## src/rtl/cpu_trace_uart.sv

```systemverilog
// Execution-trace transmitter: buffers retired (pc, inst) pairs in a FIFO and
// streams each as a 9-byte 8N1 UART frame (sync byte, pc, inst, MSB byte first).
module cpu_trace_uart #(
  parameter int         CLKS_PER_BIT = 16,
  parameter int         DEPTH        = 8,
  parameter logic [7:0] SYNC_BYTE    = 8'hA5
) (
  input  logic                      clk,
  input  logic                      rst,
  input  logic                      step_valid,
  input  logic [31:0]               pc_in,
  input  logic [31:0]               inst_in,
  input  logic                      clr_overflow,
  output logic                      txd,
  output logic                      busy,
  output logic [$clog2(DEPTH):0]    fifo_count,
  output logic                      overflow
);

  localparam int PW = $clog2(DEPTH);
  localparam int TW = (CLKS_PER_BIT > 1) ? $clog2(CLKS_PER_BIT) : 1;
  localparam logic [TW-1:0] T_LAST   = TW'(CLKS_PER_BIT - 1);
  localparam logic [PW:0]   FULL_CNT = (PW+1)'(DEPTH);

  localparam logic [1:0] IDLE  = 2'd0;
  localparam logic [1:0] START = 2'd1;
  localparam logic [1:0] DATA  = 2'd2;
  localparam logic [1:0] STOP  = 2'd3;

  logic [63:0]   mem [DEPTH];
  logic [PW-1:0] wr_ptr;
  logic [PW-1:0] rd_ptr;
  logic [1:0]    state;
  logic [TW-1:0] timer;
  logic [2:0]    bit_idx;
  logic [3:0]    byte_idx;
  logic [63:0]   shreg;
  logic [7:0]    tx_byte;
  logic [7:0]    cur_byte;
  logic          full;
  logic          empty;
  logic          bit_done;
  logic          frame_done;
  logic          pop;
  logic          push;

  // Byte 0 of every frame is the sync byte; bytes 1..8 come from the top of shreg.
  always_comb begin
    full       = (fifo_count == FULL_CNT);
    empty      = (fifo_count == '0);
    bit_done   = (timer == T_LAST);
    frame_done = (state == STOP) && bit_done && (byte_idx == 4'd8);
    pop        = !empty && ((state == IDLE) || frame_done);
    push       = step_valid && (!full || pop);
    cur_byte   = (byte_idx == 4'd0) ? SYNC_BYTE : shreg[63:56];
  end

  assign busy = (state != IDLE);

  always_ff @(posedge clk) begin
    if (push) mem[wr_ptr] <= {pc_in, inst_in};
  end

  always_ff @(posedge clk or negedge rst) begin
    if (!rst) begin
      wr_ptr     <= '0;
      rd_ptr     <= '0;
      fifo_count <= '0;
      overflow   <= 1'b0;
    end else begin
      if (push) wr_ptr <= wr_ptr + 1'b1;
      if (pop)  rd_ptr <= rd_ptr + 1'b1;
      if (push && !pop)      fifo_count <= fifo_count + 1'b1;
      else if (pop && !push) fifo_count <= fifo_count - 1'b1;
      if (step_valid && !push) overflow <= 1'b1;
      else if (clr_overflow)   overflow <= 1'b0;
    end
  end

  always_ff @(posedge clk or negedge rst) begin
    if (!rst) begin
      state    <= IDLE;
      timer    <= '0;
      bit_idx  <= '0;
      byte_idx <= '0;
      shreg    <= '0;
      tx_byte  <= '0;
      txd      <= 1'b1;
    end else begin
      case (state)
        IDLE: begin
          if (pop) begin
            state    <= START;
            shreg    <= mem[rd_ptr];
            byte_idx <= '0;
            timer    <= '0;
            txd      <= 1'b0;
          end
        end
        START: begin
          if (bit_done) begin
            timer   <= '0;
            bit_idx <= '0;
            state   <= DATA;
            txd     <= cur_byte[0];
            tx_byte <= {1'b0, cur_byte[7:1]};
          end else begin
            timer <= timer + 1'b1;
          end
        end
        DATA: begin
          if (bit_done) begin
            timer <= '0;
            if (bit_idx == 3'd7) begin
              state <= STOP;
              txd   <= 1'b1;
            end else begin
              bit_idx <= bit_idx + 1'b1;
              txd     <= tx_byte[0];
              tx_byte <= {1'b0, tx_byte[7:1]};
            end
          end else begin
            timer <= timer + 1'b1;
          end
        end
        STOP: begin
          if (bit_done) begin
            timer <= '0;
            if (byte_idx != 4'd8) begin
              // Leaving the sync byte does not consume shreg; later bytes do.
              if (byte_idx != 4'd0) shreg <= {shreg[55:0], 8'h00};
              byte_idx <= byte_idx + 1'b1;
              state    <= START;
              txd      <= 1'b0;
            end else if (pop) begin
              shreg    <= mem[rd_ptr];
              byte_idx <= '0;
              state    <= START;
              txd      <= 1'b0;
            end else begin
              state <= IDLE;
            end
          end else begin
            timer <= timer + 1'b1;
          end
        end
        default: state <= IDLE;
      endcase
    end
  end

endmodule
```

## config.mk

```make
export PLATFORM = sky130hd
export DESIGN_NAME = cpu_trace_uart
export DESIGN_NICKNAME = d
export VERILOG_FILES = /design/src/rtl/cpu_trace_uart.sv
export SDC_FILE = /design/constraint.sdc
export NUM_CORES = 1
export LEC_CHECK = 0
export BUFFER_PORTS_ARGS = -buffer_cell sky130_fd_sc_hd__buf_2
export CAP_MARGIN = 5
export CORE_AREA = 5 5 296 298
export CTS_BUF_LIST = sky130_fd_sc_hd__clkbuf_16
export DETAILED_ROUTE_END_ITERATION = 10
export DIE_AREA = 0 0 301 303
export GPL_TIMING_DRIVEN = 0
export PLACE_DENSITY_LB_ADDON = 0.15
export SYNTH_ARGS = -nofsm -noshare
export SYNTH_HDL_FRONTEND = slang
export SYNTH_SLANG_ARGS = --single-unit
```

## constraint.sdc

```tcl
create_clock -name clk -period 15.9 [get_ports clk]
set_clock_uncertainty 0.15 [all_clocks]
set_input_delay 3.975 -clock clk [delete_from_list [all_inputs] [get_ports clk]]
set_output_delay 3.975 -clock clk [all_outputs]
set_load 0.01 [all_outputs]
```

==> results.md <==
* Area delta synth->final at 19.6%
* M2 GR Usage at 0.215
* Starting Density at 0.287
* CTS Buf Count at 70
* HPWL Detailed at approximately 43000 µm
* EDFF count, synth at approximately 500
* First-pass GRT wire length at roughly 92000 µm
* Worst hold path stage count at 2
* CTS tree: built
* Yosys cell types at 60
* Routed len/inst at 22.3 µm
* Syn avg cell area at approximately 18 µm²
* R2R depth at 10
* Hold Vio Cnt, Final at 0
* Final ANT Viol Nets at 0
* WL final at 61900 µm
* NumNets Final at around 1700
* Pre-antenna DRT Iters at 6
* Gr ovfl total at 0
* Clock sink total at 608
* Met1 GRT Util at 0.193
* Worst hold path type: register to register
* I/O pin count at 75
* Initial antenna violation count at 8
* Yosys reg bits at 608
* CTS Root Cell: clkbuf_16
* Total GRT Usage at 0.137
* Post-synth top flop: edfxtp_1
* Synth Warn # at 0
* Die height at between 300 and 400 µm
* Worst Path Arrival at 1880 ps
* Setup CP Type: register to primary output
* Worst VDD drop at 60.0 µV
* Most common cell after layout, fill and taps aside: edfxtp_1
* Setup slack at placement at 9320 ps
* Share of post-route cells with drive strength above 1 at 0.249
* Clock slew at reported path FFs at 60 ps
* Clock latency on the worst-skew pair at roughly 600 ps
* Async set-reset flop share out of synthesis at 0.158
* Crit start category: register
* Core Area at 84600 µm²
* Number of global-route vias before repair at between 10000 and 15000
* Vias/cell at 4.70
* Pins over their slew limit at 0
* Max Fclk at approximately 170 MHz
* Mapped cell area at 24300 µm²
* Pwr dens at roughly 130 nW/µm²
* Placer Congestion at about 0.75
* DRC at 0
* Syn nets at 1441
* Post-synthesis sequential area ratio at 0.732
* Post-Layout Cell Count at ~2800
* Buffers on Ports at 74
* Number of post-CTS setup repair buffers at 0
* DIE WIDTH at 301 µm
* Die ar. at 91200 µm²
* Synth Instances at 1357
* MaxCap Viol Count at 0
* CTS Hold Bufs at 0
* Setup violators final at 0
* Tightest Pin Transition at 941 ps
* M3 GR Usage at 0.0269
* Worst-path maximum fanout at 6
* RSZ-0062 raised after global routing: false
* WP data required at 11780 ps
* H-tree lvl count at 3
* Site row count at 107
* Worst setup slack after layout at 9890 ps
* Worst slew margin at 0.373
* Status: complete, no violations
* PostCTS Resize Cnt at 0
* Dpl cells at ~2700
* WHS at 322 ps
* Routed vias at 13077
* Largest net degree at the start of global routing at 51
* Setup crit end kind: primary output
* Starting DRC count in detailed routing at approximately 920
* Crit path time final at 6010 ps
* Most frequent cells in the layout: edfxtp_1, buf_2, mux2i_1
* Final period utilization at 0.378
* Leakage at 9.69 nW
* CTS max path bufs at 3
* GRT busiest layer: met2
-- critical path, stage by stage (launching register included) --
cell and delay, ps:
dfrtp_1 400, inv_1 160, ha_1 330, inv_1 190, buf_2 200
-- through the flow --
stage	utilization	area [µm²]	TNS, ps	power (mW)
after floorplan	-	24300	0	2.22
after global placement	0.308	26100	-766700	2.42
after detailed placement	0.318	26900	0	2.44
after CTS	0.343	29000	0	3.93
after global routing	0.343	29000	0	4.03
final	0.343	29000	0	3.86
-- cells in the mapped netlist (2+ instances only) --
library cell | n | share of area
xor2_1 | 2 | 0.00072
nor4b_1 | 3 | 0.0011
nand2_1 | 63 | 0.0097
mux2i_1 | 101 | 0.042
mux4_2 | 82 | 0.076
o21a_1 | 3 | 0.00093
nor3_1 | 5 | 0.0010
o41ai_1 | 2 | 0.00072
a22o_1 | 3 | 0.0011
dfrtp_1 | 95 | 0.098
nor3b_1 | 4 | 0.0012
buf_6 | 3 | 0.0014
nor4_2 | 2 | 0.0010
or2_2 | 2 | 0.00052
o22ai_1 | 12 | 0.0031
inv_1 | 47 | 0.0073
nand2b_1 | 7 | 0.0018
a22oi_1 | 46 | 0.014
nand3_1 | 6 | 0.0012
a21oi_1 | 6 | 0.0012
o221a_1 | 33 | 0.015
ha_1 | 15 | 0.0077
nor4_1 | 33 | 0.0085
buf_2 | 30 | 0.0062
mux2_2 | 36 | 0.017
buf_1 | 7 | 0.0011
and2_1 | 2 | 0.00052
a21o_1 | 5 | 0.0015
a222oi_1 | 4 | 0.0016
o221ai_1 | 24 | 0.0087
o21ai_0 | 43 | 0.0089
clkbuf_1 | 41 | 0.0063
edfxtp_1 | 512 | 0.63
nor2b_1 | 4 | 0.0010
nor2_1 | 45 | 0.0070
xnor2_1 | 5 | 0.0018
-- area by class of cell --
class                   instances  area [µm²]
plain buffers                  82         372
flip-flops and latches        608       17800
well taps                    1144        1430
clock buffers                  73        1830
diodes                          3        7.51
fillers                      8134       55600
clock inverters                54         277
repair buffers                150        1160
inverters                      47         176
multi-input cells             620        5990
-- power by group --
group | switching [mW] | internal (mW) | leakage, nW
sequential | 0.0511 | 1.94 | 5.79
clock | 0.624 | 0.844 | 1.09
combinational | 0.248 | 0.153 | 2.81
total | 0.923 | 2.94 | 9.69
-- routing by layer --
layer,wire [µm],vias up
li1,-,5931
met1,28900,6789
met2,28900,267
met3,2890,82
met4,1220,8
met5,55,-
-- sequential cells by signal, summed over array words and instances (netlist names), 2 cells and up --
signal	count
shreg	64
byte_idx	4
mem	512
rd_ptr	3
fifo_count	4
state	2
wr_ptr	3
bit_idx	3
tx_byte	7
timer	4
-- kinds of logic (layout without fill, tap and decap cells) --
| logic type | after synthesis | count (layout) | synth area share |
|---|---|---|---|
| flops | 608 | 608 | 0.732 |
| mux | 219 | 219 | 0.134 |
| compound gates | 194 | 194 | 0.0619 |
| simple gates | 184 | 184 | 0.0376 |
| buf+inv | 129 | 406 | 0.0226 |
| fa+ha+maj | 16 | 16 | 0.00856 |
| xor+xnor | 7 | 7 | 0.00253 |
| other cells | 0 | 3 | 0 |
-- path summary, 6_finish.rpt --
path | to | from | slack [ps]
max in group asynchronous | shreg[23] | rst | 11640
hold reg to reg | shreg[46] | shreg[38] | 320
setup reg to reg | mem[0][25] | state[1] | 11800
min in group asynchronous | overflow | rst | 3260
hold / removal | shreg[46] | shreg[38] | 320
setup / recovery | busy | state[0] | 9890
(Power assumes the default switching activity.)
